[config.mk]
export PLATFORM = sky130hd
export DESIGN_NAME = axi_mst_rd_ctrl_flat
export DESIGN_NICKNAME = d
export VERILOG_FILES = /design/src/rtl/axi_mst_rd_ctrl_if.sv /design/src/rtl/axi_mst_rd_ctrl.sv /design/src/flat_wrapper.sv
export SDC_FILE = /design/constraint.sdc
export NUM_CORES = 1
export LEC_CHECK = 0
export CAP_MARGIN = 40
export CORE_ASPECT_RATIO = 1.1
export CORE_MARGIN = 3
export CORE_UTILIZATION = 31
export CTS_BUF_LIST = sky130_fd_sc_hd__clkbuf_16
export CTS_CLUSTER_DIAMETER = 120
export CTS_CLUSTER_SIZE = 40
export DETAILED_ROUTE_END_ITERATION = 8
export HOLD_SLACK_MARGIN = 0.12
export PLACE_DENSITY = 0.83
export SETUP_SLACK_MARGIN = 0.02
export SYNTH_ARGS = -nofsm -noshare
export SYNTH_HDL_FRONTEND = slang
export SYNTH_SLANG_ARGS = --single-unit
export TNS_END_PERCENT = 10
[constraint.sdc]
create_clock -name clk -period 1.3 [get_ports clk]
set_input_delay 0.26 -clock clk [delete_from_list [all_inputs] [get_ports clk]]
set_output_delay 0.26 -clock clk [all_outputs]
set_load 0.01 [all_outputs]
[src/rtl/axi_mst_rd_ctrl_if.sv]
// ---------------------------------------------------------------------------
// axi_mst_rd_ctrl_if
// AXI read-channel bundle (AR + R) between the read controller and an AXI
// slave or interconnect.
//   master modport : drives AR payload/arvalid and rready; samples arready and
//                    the R payload.
//   slave modport  : mirror image, for a slave model or interconnect port.
// Widths come from the `AXI_*_WIDTH macros; defaults are supplied below when
// the build does not define them.
// ---------------------------------------------------------------------------
`ifndef AXI_ID_WIDTH
`define AXI_ID_WIDTH 4
`endif
`ifndef AXI_ADDR_WIDTH
`define AXI_ADDR_WIDTH 32
`endif
`ifndef AXI_LEN_WIDTH
`define AXI_LEN_WIDTH 8
`endif
`ifndef AXI_DATA_WIDTH
`define AXI_DATA_WIDTH 32
`endif
`ifndef AXI_SIZE_WIDTH
`define AXI_SIZE_WIDTH 3
`endif
`ifndef AXI_BURST_WIDTH
`define AXI_BURST_WIDTH 2
`endif
`ifndef AXI_RESP_WIDTH
`define AXI_RESP_WIDTH 2
`endif
`ifndef AXI_LOCK_WIDTH
`define AXI_LOCK_WIDTH 1
`endif
`ifndef AXI_CACHE_WIDTH
`define AXI_CACHE_WIDTH 4
`endif
`ifndef AXI_PROT_WIDTH
`define AXI_PROT_WIDTH 3
`endif
`ifndef AXI_QOS_WIDTH
`define AXI_QOS_WIDTH 4
`endif
`ifndef AXI_REGION_WIDTH
`define AXI_REGION_WIDTH 4
`endif

interface axi_mst_rd_ctrl_if;
    // AR channel
    logic                          axi_mst_arvalid;
    logic                          axi_mst_arready;
    logic [`AXI_ID_WIDTH-1:0]      axi_mst_arid;
    logic [`AXI_ADDR_WIDTH-1:0]    axi_mst_araddr;
    logic [`AXI_LEN_WIDTH-1:0]     axi_mst_arlen;
    logic [`AXI_SIZE_WIDTH-1:0]    axi_mst_arsize;
    logic [`AXI_BURST_WIDTH-1:0]   axi_mst_arburst;
    logic [`AXI_LOCK_WIDTH-1:0]    axi_mst_arlock;
    logic [`AXI_CACHE_WIDTH-1:0]   axi_mst_arcache;
    logic [`AXI_PROT_WIDTH-1:0]    axi_mst_arprot;
    logic [`AXI_QOS_WIDTH-1:0]     axi_mst_arqos;
    logic [`AXI_REGION_WIDTH-1:0]  axi_mst_arregion;
    // R channel
    logic                          axi_mst_rvalid;
    logic                          axi_mst_rready;
    logic [`AXI_ID_WIDTH-1:0]      axi_mst_rid;
    logic [`AXI_DATA_WIDTH-1:0]    axi_mst_rdata;
    logic [`AXI_RESP_WIDTH-1:0]    axi_mst_rresp;
    logic                          axi_mst_rlast;

    modport master (
        output axi_mst_arvalid, axi_mst_arid, axi_mst_araddr, axi_mst_arlen,
               axi_mst_arsize, axi_mst_arburst, axi_mst_arlock, axi_mst_arcache,
               axi_mst_arprot, axi_mst_arqos, axi_mst_arregion, axi_mst_rready,
        input  axi_mst_arready, axi_mst_rvalid, axi_mst_rid, axi_mst_rdata,
               axi_mst_rresp, axi_mst_rlast
    );

    modport slave (
        input  axi_mst_arvalid, axi_mst_arid, axi_mst_araddr, axi_mst_arlen,
               axi_mst_arsize, axi_mst_arburst, axi_mst_arlock, axi_mst_arcache,
               axi_mst_arprot, axi_mst_arqos, axi_mst_arregion, axi_mst_rready,
        output axi_mst_arready, axi_mst_rvalid, axi_mst_rid, axi_mst_rdata,
               axi_mst_rresp, axi_mst_rlast
    );
endinterface

[src/rtl/axi_mst_rd_ctrl.sv]
// ---------------------------------------------------------------------------
// axi_mst_rd_ctrl
// Single-outstanding AXI read master. A user request (addr, len) is turned
// into one INCR burst on AR; returned beats are passed straight through to
// the user side with a counter-derived last flag.
//
// Parameters
//   MST_ID  : value driven on arid, and expected on rid when checking is on.
//   ARSIZE  : beat size code driven on arsize (3'b010 = 4 bytes).
// Ports
//   clk, rst_n                : clock, asynchronous active-low reset.
//   rd_req_valid/ready        : user request handshake.
//   rd_req_addr, rd_req_len   : burst start byte address, beats minus one.
//   rd_data_valid/ready       : user data handshake (zero-latency pass-through).
//   rd_data, rd_data_last     : beat data, final beat flag (from beat counter).
//   rd_data_err               : per-beat error flag.
//   axi                       : AR/R channels (axi_mst_rd_ctrl_if.master).
// Build option
//   AXI_MST_RD_RESP_CHK_EN : when defined, rd_data_err flags beats with a
//   non-OKAY rresp, an rid other than MST_ID, or an rlast that disagrees
//   with the local beat count. When undefined rd_data_err is tied low.
// ---------------------------------------------------------------------------
`ifndef AXI_ID_WIDTH
`define AXI_ID_WIDTH 4
`endif
`ifndef AXI_ADDR_WIDTH
`define AXI_ADDR_WIDTH 32
`endif
`ifndef AXI_LEN_WIDTH
`define AXI_LEN_WIDTH 8
`endif
`ifndef AXI_DATA_WIDTH
`define AXI_DATA_WIDTH 32
`endif
`ifndef AXI_SIZE_WIDTH
`define AXI_SIZE_WIDTH 3
`endif
`ifndef AXI_BURST_WIDTH
`define AXI_BURST_WIDTH 2
`endif
`ifndef AXI_RESP_WIDTH
`define AXI_RESP_WIDTH 2
`endif
`ifndef AXI_LOCK_WIDTH
`define AXI_LOCK_WIDTH 1
`endif
`ifndef AXI_CACHE_WIDTH
`define AXI_CACHE_WIDTH 4
`endif
`ifndef AXI_PROT_WIDTH
`define AXI_PROT_WIDTH 3
`endif
`ifndef AXI_QOS_WIDTH
`define AXI_QOS_WIDTH 4
`endif
`ifndef AXI_REGION_WIDTH
`define AXI_REGION_WIDTH 4
`endif

module axi_mst_rd_ctrl #(
    parameter logic [`AXI_ID_WIDTH-1:0]   MST_ID = '0,
    parameter logic [`AXI_SIZE_WIDTH-1:0] ARSIZE = 3'b010
) (
    input  logic                        clk,
    input  logic                        rst_n,
    input  logic                        rd_req_valid,
    output logic                        rd_req_ready,
    input  logic [`AXI_ADDR_WIDTH-1:0]  rd_req_addr,
    input  logic [`AXI_LEN_WIDTH-1:0]   rd_req_len,
    output logic                        rd_data_valid,
    input  logic                        rd_data_ready,
    output logic [`AXI_DATA_WIDTH-1:0]  rd_data,
    output logic                        rd_data_last,
    output logic                        rd_data_err,
    axi_mst_rd_ctrl_if.master           axi
);

    typedef enum logic [1:0] {
        ST_IDLE = 2'd0,
        ST_ADDR = 2'd1,
        ST_DATA = 2'd2
    } state_t;

    state_t                       state_reg, state_next;
    logic [`AXI_ADDR_WIDTH-1:0]   addr_reg;
    logic [`AXI_LEN_WIDTH-1:0]    len_reg;
    logic [`AXI_LEN_WIDTH-1:0]    beat_cnt_reg;

    logic req_hs;
    logic ar_hs;
    logic r_hs;
    logic last_beat;

    // Handshake qualifiers, each confined to the state that owns the channel
    // so stray activity elsewhere is ignored.
    assign req_hs    = (state_reg == ST_IDLE) && rd_req_valid;
    assign ar_hs     = (state_reg == ST_ADDR) && axi.axi_mst_arready;
    assign r_hs      = (state_reg == ST_DATA) && axi.axi_mst_rvalid && rd_data_ready;
    assign last_beat = (beat_cnt_reg == len_reg);

    // -----------------------------------------------------------------------
    // FSM: state register
    // -----------------------------------------------------------------------
    always_ff @(posedge clk or negedge rst_n) begin
        if (!rst_n) begin
            state_reg <= ST_IDLE;
        end else begin
            state_reg <= state_next;
        end
    end

    // -----------------------------------------------------------------------
    // FSM: next-state logic. Slave rlast plays no part; the burst ends on the
    // locally counted final beat.
    // -----------------------------------------------------------------------
    always_comb begin
        state_next = state_reg;
        case (state_reg)
            ST_IDLE: if (req_hs)              state_next = ST_ADDR;
            ST_ADDR: if (ar_hs)               state_next = ST_DATA;
            ST_DATA: if (r_hs && last_beat)   state_next = ST_IDLE;
            default:                          state_next = ST_IDLE;
        endcase
    end

    // -----------------------------------------------------------------------
    // FSM: outputs. All decoded from the registered state, so arvalid cannot
    // glitch or drop before arready is seen.
    // -----------------------------------------------------------------------
    always_comb begin
        rd_req_ready        = 1'b0;
        axi.axi_mst_arvalid = 1'b0;
        rd_data_valid       = 1'b0;
        axi.axi_mst_rready  = 1'b0;
        rd_data_last        = 1'b0;
        case (state_reg)
            ST_IDLE: rd_req_ready = 1'b1;
            ST_ADDR: axi.axi_mst_arvalid = 1'b1;
            ST_DATA: begin
                rd_data_valid      = axi.axi_mst_rvalid;
                axi.axi_mst_rready = rd_data_ready;
                rd_data_last       = last_beat;
            end
            default: ;
        endcase
    end

    // -----------------------------------------------------------------------
    // Request latch and beat counter. The counter holds on the final beat
    // instead of incrementing, so a full-length burst never wraps it.
    // -----------------------------------------------------------------------
    always_ff @(posedge clk or negedge rst_n) begin
        if (!rst_n) begin
            addr_reg     <= '0;
            len_reg      <= '0;
            beat_cnt_reg <= '0;
        end else begin
            if (req_hs) begin
                addr_reg <= {rd_req_addr[`AXI_ADDR_WIDTH-1:2], 2'b00};
                len_reg  <= rd_req_len;
            end
            if (ar_hs) begin
                beat_cnt_reg <= '0;
            end else if (r_hs && !last_beat) begin
                beat_cnt_reg <= beat_cnt_reg + 1'b1;
            end
        end
    end

    // AR payload comes straight from the request registers, so it is stable
    // for the whole ADDR state.
    assign axi.axi_mst_arid     = MST_ID;
    assign axi.axi_mst_araddr   = addr_reg;
    assign axi.axi_mst_arlen    = len_reg;
    assign axi.axi_mst_arsize   = ARSIZE;
    assign axi.axi_mst_arburst  = 2'b01;
    assign axi.axi_mst_arlock   = '0;
    assign axi.axi_mst_arcache  = '0;
    assign axi.axi_mst_arprot   = '0;
    assign axi.axi_mst_arqos    = '0;
    assign axi.axi_mst_arregion = '0;

    assign rd_data = axi.axi_mst_rdata;

`ifdef AXI_MST_RD_RESP_CHK_EN
    // Flag only beats actually presented to the user in DATA.
    assign rd_data_err = (state_reg == ST_DATA) && axi.axi_mst_rvalid &&
                         ((axi.axi_mst_rresp != 2'b00) ||
                          (axi.axi_mst_rid != MST_ID) ||
                          (axi.axi_mst_rlast != last_beat));
`else
    logic unused_resp_chk;
    assign unused_resp_chk = ^{axi.axi_mst_rresp, axi.axi_mst_rid, axi.axi_mst_rlast};
    assign rd_data_err     = 1'b0;
`endif

endmodule

[src/flat_wrapper.sv]
// flat-port wrapper written by rule: the top's interface ports become plain ports
module axi_mst_rd_ctrl_flat 
#(
    parameter logic [`AXI_ID_WIDTH-1:0]   MST_ID = '0,
    parameter logic [`AXI_SIZE_WIDTH-1:0] ARSIZE = 3'b010
)
  (clk, rst_n, rd_req_valid, rd_req_ready, rd_req_addr, rd_req_len, rd_data_valid, rd_data_ready, rd_data, rd_data_last, rd_data_err, axi_axi_mst_arvalid, axi_axi_mst_arid, axi_axi_mst_araddr, axi_axi_mst_arlen, axi_axi_mst_arsize, axi_axi_mst_arburst, axi_axi_mst_arlock, axi_axi_mst_arcache, axi_axi_mst_arprot, axi_axi_mst_arqos, axi_axi_mst_arregion, axi_axi_mst_rready, axi_axi_mst_arready, axi_axi_mst_rvalid, axi_axi_mst_rid, axi_axi_mst_rdata, axi_axi_mst_rresp, axi_axi_mst_rlast);
  axi_mst_rd_ctrl_if axi_i ();
  input  logic clk;
  input  logic rst_n;
  input  logic rd_req_valid;
  output logic rd_req_ready;
  input  logic [`AXI_ADDR_WIDTH-1:0] rd_req_addr;
  input  logic [`AXI_LEN_WIDTH-1:0] rd_req_len;
  output logic rd_data_valid;
  input  logic rd_data_ready;
  output logic [`AXI_DATA_WIDTH-1:0] rd_data;
  output logic rd_data_last;
  output logic rd_data_err;
  output wire logic [$bits(axi_i.axi_mst_arvalid)-1:0] axi_axi_mst_arvalid;
  output wire logic [$bits(axi_i.axi_mst_arid)-1:0] axi_axi_mst_arid;
  output wire logic [$bits(axi_i.axi_mst_araddr)-1:0] axi_axi_mst_araddr;
  output wire logic [$bits(axi_i.axi_mst_arlen)-1:0] axi_axi_mst_arlen;
  output wire logic [$bits(axi_i.axi_mst_arsize)-1:0] axi_axi_mst_arsize;
  output wire logic [$bits(axi_i.axi_mst_arburst)-1:0] axi_axi_mst_arburst;
  output wire logic [$bits(axi_i.axi_mst_arlock)-1:0] axi_axi_mst_arlock;
  output wire logic [$bits(axi_i.axi_mst_arcache)-1:0] axi_axi_mst_arcache;
  output wire logic [$bits(axi_i.axi_mst_arprot)-1:0] axi_axi_mst_arprot;
  output wire logic [$bits(axi_i.axi_mst_arqos)-1:0] axi_axi_mst_arqos;
  output wire logic [$bits(axi_i.axi_mst_arregion)-1:0] axi_axi_mst_arregion;
  output wire logic [$bits(axi_i.axi_mst_rready)-1:0] axi_axi_mst_rready;
  input wire logic [$bits(axi_i.axi_mst_arready)-1:0] axi_axi_mst_arready;
  input wire logic [$bits(axi_i.axi_mst_rvalid)-1:0] axi_axi_mst_rvalid;
  input wire logic [$bits(axi_i.axi_mst_rid)-1:0] axi_axi_mst_rid;
  input wire logic [$bits(axi_i.axi_mst_rdata)-1:0] axi_axi_mst_rdata;
  input wire logic [$bits(axi_i.axi_mst_rresp)-1:0] axi_axi_mst_rresp;
  input wire logic [$bits(axi_i.axi_mst_rlast)-1:0] axi_axi_mst_rlast;
  assign axi_axi_mst_arvalid = axi_i.axi_mst_arvalid;
  assign axi_axi_mst_arid = axi_i.axi_mst_arid;
  assign axi_axi_mst_araddr = axi_i.axi_mst_araddr;
  assign axi_axi_mst_arlen = axi_i.axi_mst_arlen;
  assign axi_axi_mst_arsize = axi_i.axi_mst_arsize;
  assign axi_axi_mst_arburst = axi_i.axi_mst_arburst;
  assign axi_axi_mst_arlock = axi_i.axi_mst_arlock;
  assign axi_axi_mst_arcache = axi_i.axi_mst_arcache;
  assign axi_axi_mst_arprot = axi_i.axi_mst_arprot;
  assign axi_axi_mst_arqos = axi_i.axi_mst_arqos;
  assign axi_axi_mst_arregion = axi_i.axi_mst_arregion;
  assign axi_axi_mst_rready = axi_i.axi_mst_rready;
  assign axi_i.axi_mst_arready = axi_axi_mst_arready;
  assign axi_i.axi_mst_rvalid = axi_axi_mst_rvalid;
  assign axi_i.axi_mst_rid = axi_axi_mst_rid;
  assign axi_i.axi_mst_rdata = axi_axi_mst_rdata;
  assign axi_i.axi_mst_rresp = axi_axi_mst_rresp;
  assign axi_i.axi_mst_rlast = axi_axi_mst_rlast;
  axi_mst_rd_ctrl #(.MST_ID(MST_ID), .ARSIZE(ARSIZE)) u_core (.clk(clk), .rst_n(rst_n), .rd_req_valid(rd_req_valid), .rd_req_ready(rd_req_ready), .rd_req_addr(rd_req_addr), .rd_req_len(rd_req_len), .rd_data_valid(rd_data_valid), .rd_data_ready(rd_data_ready), .rd_data(rd_data), .rd_data_last(rd_data_last), .rd_data_err(rd_data_err), .axi(axi_i));
endmodule
======== Word level (Yosys, flattened, before mapping) ========
Index checks and enable logic that the tools add are counted.
word-level totals
  flip-flop bits (word level) ............. 48
  bits in latches ......................... 0
  memory bits (writable) .................. 0
  ROM bits ................................ 0
  input port bits ......................... 85
  logic and storage cells ................. 32
  memories ................................ 0
cells by class
  add/sub/neg operators ................... 1
  $mul .................................... 0
  div/mod/pow operators ................... 0
  $lt $le $gt $ge ......................... 0
  equality and inequality tests ........... 6
  shifts and indexed selects .............. 0
  muxes and demuxes ....................... 11
  bitwise logic cells ..................... 0
  reductions and logical operators ........ 10
operators by type and width
  operator                                                                  number
  8-bit 2-to-1 mux                                                          2
  8-bit by 1-bit adder with 8-bit output (second input constant)            1
  8-bit equality test                                                       1
  1-bit logical AND                                                         6
  2-bit 2-to-1 mux                                                          3
  2-bit case mux with 3 select lines                                        1
  1-bit 2-to-1 mux                                                          5
  2-bit by 1-bit inequality test with 1-bit output (second input constant)  2
  3-bit AND reduction                                                       1
  2-bit by 1-bit equality test with 1-bit output (second input constant)    1
  2-bit equality test (second input constant)                               1
  2-bit zero test                                                           1
  2-bit inequality test (second input constant)                             1
  2-bit nonzero test                                                        1
  1-bit zero test                                                           1

======== Logic depth before layout (Yosys ltp) ========
  word-level depth ........................ 6
  mapped depth ............................ 5
  depth with buffers taken out ............ 4

======== Worst setup path after synthesis ========
No wires, ideal clock.
  kind .................................... reg2reg
  from .................................... reg u_core.state_reg[1]
  to ...................................... reg u_core.addr_reg[10], in the netlist u_core.axi.axi_mst_araddr[10]
  setup time .............................. 125 ps
  arrival time ............................ 1372 ps
  data required time ...................... 1175 ps
  setup slack ............................. -197 ps
  cell stages (with the launch flop) ...... 6
  period minus slack after synthesis ...... 1497 ps
  cells stage by stage .................... dfrtp_1 nor2_1 and2_4 buf_6 buf_6 mux2_4
on the way
  longest elaborated chain between the ends .. 2
ends and longest elaborated chain
  element                   RTL line                RTL
  start: declaration        axi_mst_rd_ctrl.sv:84   state_t state_reg, state_next;
  start signal: assignment  axi_mst_rd_ctrl.sv:108  state_reg <= state_next;
  2-bit zero test           axi_mst_rd_ctrl.sv:96   assign req_hs = (state_reg == ST_IDLE) && rd_req_valid;
  1-bit logical AND         axi_mst_rd_ctrl.sv:96
  end signal: assignment    axi_mst_rd_ctrl.sv:159  addr_reg <= {rd_req_addr[`AXI_ADDR_WIDTH-1:2], 2'b00};
  end: declaration          axi_mst_rd_ctrl.sv:85   logic [`AXI_ADDR_WIDTH-1:0] addr_reg;
No other way between the ends.
A chain may end at the register's enable or synchronous reset.

======== Worst setup path after layout ========
  from .................................... reg u_core.beat_cnt_reg[0]
  to ...................................... out rd_data_last
on the way
  longest elaborated chain between the ends .. 2
ends and longest elaborated chain
  element                   RTL line                RTL
  start: declaration        axi_mst_rd_ctrl.sv:87   logic [`AXI_LEN_WIDTH-1:0] beat_cnt_reg;
  start signal: assignment  axi_mst_rd_ctrl.sv:165  beat_cnt_reg <= beat_cnt_reg + 1'b1;
  8-bit equality test       axi_mst_rd_ctrl.sv:99   assign last_beat = (beat_cnt_reg == len_reg);
  1-bit 2-to-1 mux          axi_mst_rd_ctrl.sv:136  case (state_reg)
  end: declaration          flat_wrapper.sv:18      output logic rd_data_last;
No other way between the ends.

==> out/results.tsv <==
stage	metric	value	unit
drt	DRC viols	0	
pwr	Sw Ratio	32.6	%
place	dpl hpwl	4.18	mm
drt	vias per cell	4.23	
grt	antenna violations before repair	0	
finish	register area	1200	µm²
outcome	failing checks	setup timing	
worst_hold_path	Hold WC Path Type	input port to async pin	
yosys	Most used DFF post-synth	dfrtp_1	
yosys	cell accounting for the most synthesized area	dfrtp_1	
clocking	TritonCTS Sinks	48	
drt	DRT Wirelength	5.89	mm
clocking	CTS buffer count	5	
yosys	Seq/Total Area, Yosys	46.6	%
yosys	top cell type's share of synthesized area	46.6	%
floorplanning	die footprint	9450	µm²
finish	final design utilization	47.4	%
sta	Fin. Hold Viols	0	
floorplanning	die width	92.9	µm
yosys	asr flop ratio synth	100	%
grt	vias in the first global route	1806	
floorplanning	Initial Util	32.2	%
clocking	CTS tree	built	
sta	Setup WS post-layout	-0.320	ns
sta	Fin Setup TNS	-9.27	ns
finish	Area Overhead vs Synth	47.0	%
pwr	Clock Power Share	16.3	%
yosys	Synth Area per Inst	12.3	µm²
yosys	commonest cells in the netlist	buf_4, dfrtp_1, mux2_2	
grt	first-pass GRT wire length	9.05	mm
clocking	worst skew pair latency	0.29	ns
place	Place WS	-0.540	ns
worst_setup_path	Worst EP required	1.04	ns
drt	initial DRC count	40	
grt	total gr overflow	0	
grt	GRT Util Overall	12.2	%
place	placer congestion estimate	0.676	
finish	fin nets	390	
place	Area after DPL	3460	µm²
drt	wire per inst	14.3	µm
finish	Fillers	751	
clocking	Clock Tree Buf Depth	2	
sta	Peak Freq	617	MHz
place	I/O Buffers	86	
worst_setup_path	Crit Path Class	flop to output pin	
grt	pin count of the biggest net entering global routing	49	
yosys	Synth Cell Area	2580	µm²
finish	Multi-input gate area	1150	µm²
clocking	Root Buffer	clkbuf_16	
sta	Final min period	1.62	ns
drt	First-pass DRT Iterations	4	
yosys	Seq cells post-synth	48	
finish	Final Cell Area	3790	µm²
worst_setup_path	Startpoint Class	flop	
finish	max reg flops	30	
pwr	PD cells	2110	nW/µm²
yosys	top-count cell post-synth	buf_4	
clocking	H-tree levels	2	
worst_setup_path	worst-path fanout max	2	
sta	# setup viols final	52	
clocking	clk slew on worst S/H paths	0.07	ns
yosys	total of warnings raised by yosys	0	
finish	n_diodes	0	
outcome	status	finished with violations	
pwr	Pleak	1.86	nW
drt	vias	1747	
worst_setup_path	CP endpoint kind	output pin	
sta	Final Cycle Share	125	%
yosys	top area cells in the synthesized netlist	dfrtp_1, buf_4, mux2_2	
yosys	Mapped Cells	210	
drt	Routed Antenna Nets	0	
floorplanning	Ports	188	
floorplanning	chip height	102	µm
yosys	Yosys cell types	29	
sta	Clock Skews	0.00650	ns
flow_run	max_cap viols	0	
worst_setup_path	CP arrival	1.36	ns
pwr	logic gate share of total power	51.6	%
worst_setup_path	Worst Setup SP	u_core.beat_cnt_reg[0]	
finish	share of post-route cells with drive strength above 1	39.0	%
sta	RSZ-0062 raised after global routing	yes	
floorplanning	Rows	34	
pwr	part of the power in registers	32.1	%
pwr	Pint	5.40	mW
pwr	P_sw	2.61	mW
place	dpl cells	398	
pwr	worst IR drop on VDD	0.00101	V
sta	Slew Limit Fails	0	
floorplanning	Core ar.	8000	µm²
finish	Non-Filler Instances	413	
yosys	number of synthesized flops with an enable pin	0	
worst_setup_path	worst reg2reg startpoint	u_core.beat_cnt_reg[0]	
## timing repair
| item | in CTS | in global routing |
|---|---|---|
| setup buffers | 1 | 5 |
| hold endpoints to repair | 48 | 0 |
| pin swaps | 8 | 5 |
| gates cloned | 0 | 1 |
| endpoints found under the setup margin | 90 | 52 |
| gates resized for setup | 125 | 5 |
| hold buffers | 1 | 0 |
## cells by family after synthesis
logic type      share of synthesized area, %
buf+inv                                 19.7
flops                                   46.6
mux                                     21.0
simple gates                            6.60
compound gates                          2.57
xor+xnor                                2.72
other cells                            0.291
fa+ha+maj                              0.485
## routing by layer
metal	GRT usage [%]	share of wire [%]
met4	5.86	3.4
met1	14.3	38
met5	0	0
met2	19.9	49
met3	4.53	9.8
## layout make-up
| class | count | share of cell area [%] |
|---|---|---|
| clock inverter | 3 | 0.594 |
| inverter | 4 | 0.396 |
| timing repair buffer | 126 | 30.1 |
| clock buffer | 5 | 3.30 |
| multi-input combinational | 119 | 30.3 |
| sequential | 48 | 31.7 |
| tap | 108 | 3.57 |
## power by group through the flow
stage	Clock, mW	Combinational, mW	Sequential (mW)
2_1_floorplan	0	1.65	2.86
3_3_place_gp	0	3.96	2.53
3_5_place_dp	0	4.00	2.56
4_1_cts	1.34	3.97	2.58
5_1_grt	1.41	4.44	2.66
6_report	1.30	4.13	2.57
## cells in the final DEF, fill, tap and decap left out, drive strengths merged, types with 4 or more instances in the layout
master / instances
mux2i: 8
clkdlybuf4s50: 42
conb: 28
dfrtp: 48
clkbuf: 6
buf: 52
nand2: 9
dlygate4sd2: 30
mux2: 38
nand2b: 4
inv: 5
xnor2: 8
## worst paths after layout
path | end | slack (ns) | cells past startpoint
hold reg to reg | u_core.axi.axi_mst_araddr[22] | 0.50 | 1
hold / removal | u_core.axi.axi_mst_araddr[18] | 0.48 | 3
setup / recovery | rd_data_last | -0.32 | 4
min in group clk | u_core.axi.axi_mst_araddr[22] | 0.50 | 1
max in group asynchronous | u_core.axi.axi_mst_araddr[7] | 0.59 | 3
setup reg to reg | u_core.beat_cnt_reg[5] | -0.25 | 6
## worst max-delay path, stage by stage (launching register included)
cell     delay (ns)
dfrtp_1        0.41
xnor2_2        0.21
nand4_4        0.13
nor3_2         0.17
buf_2          0.15
## metrics by stage
step	power, mW	hold slack, ns
6_report	8.01	0.477
5_1_grt	8.51	0.508
4_1_cts	7.88	0.499
3_5_place_dp	6.56	0.274
3_3_place_gp	6.49	0.262
2_1_floorplan	4.51	-0.0356
No activity file was read; power rests on OpenSTA's default activity.
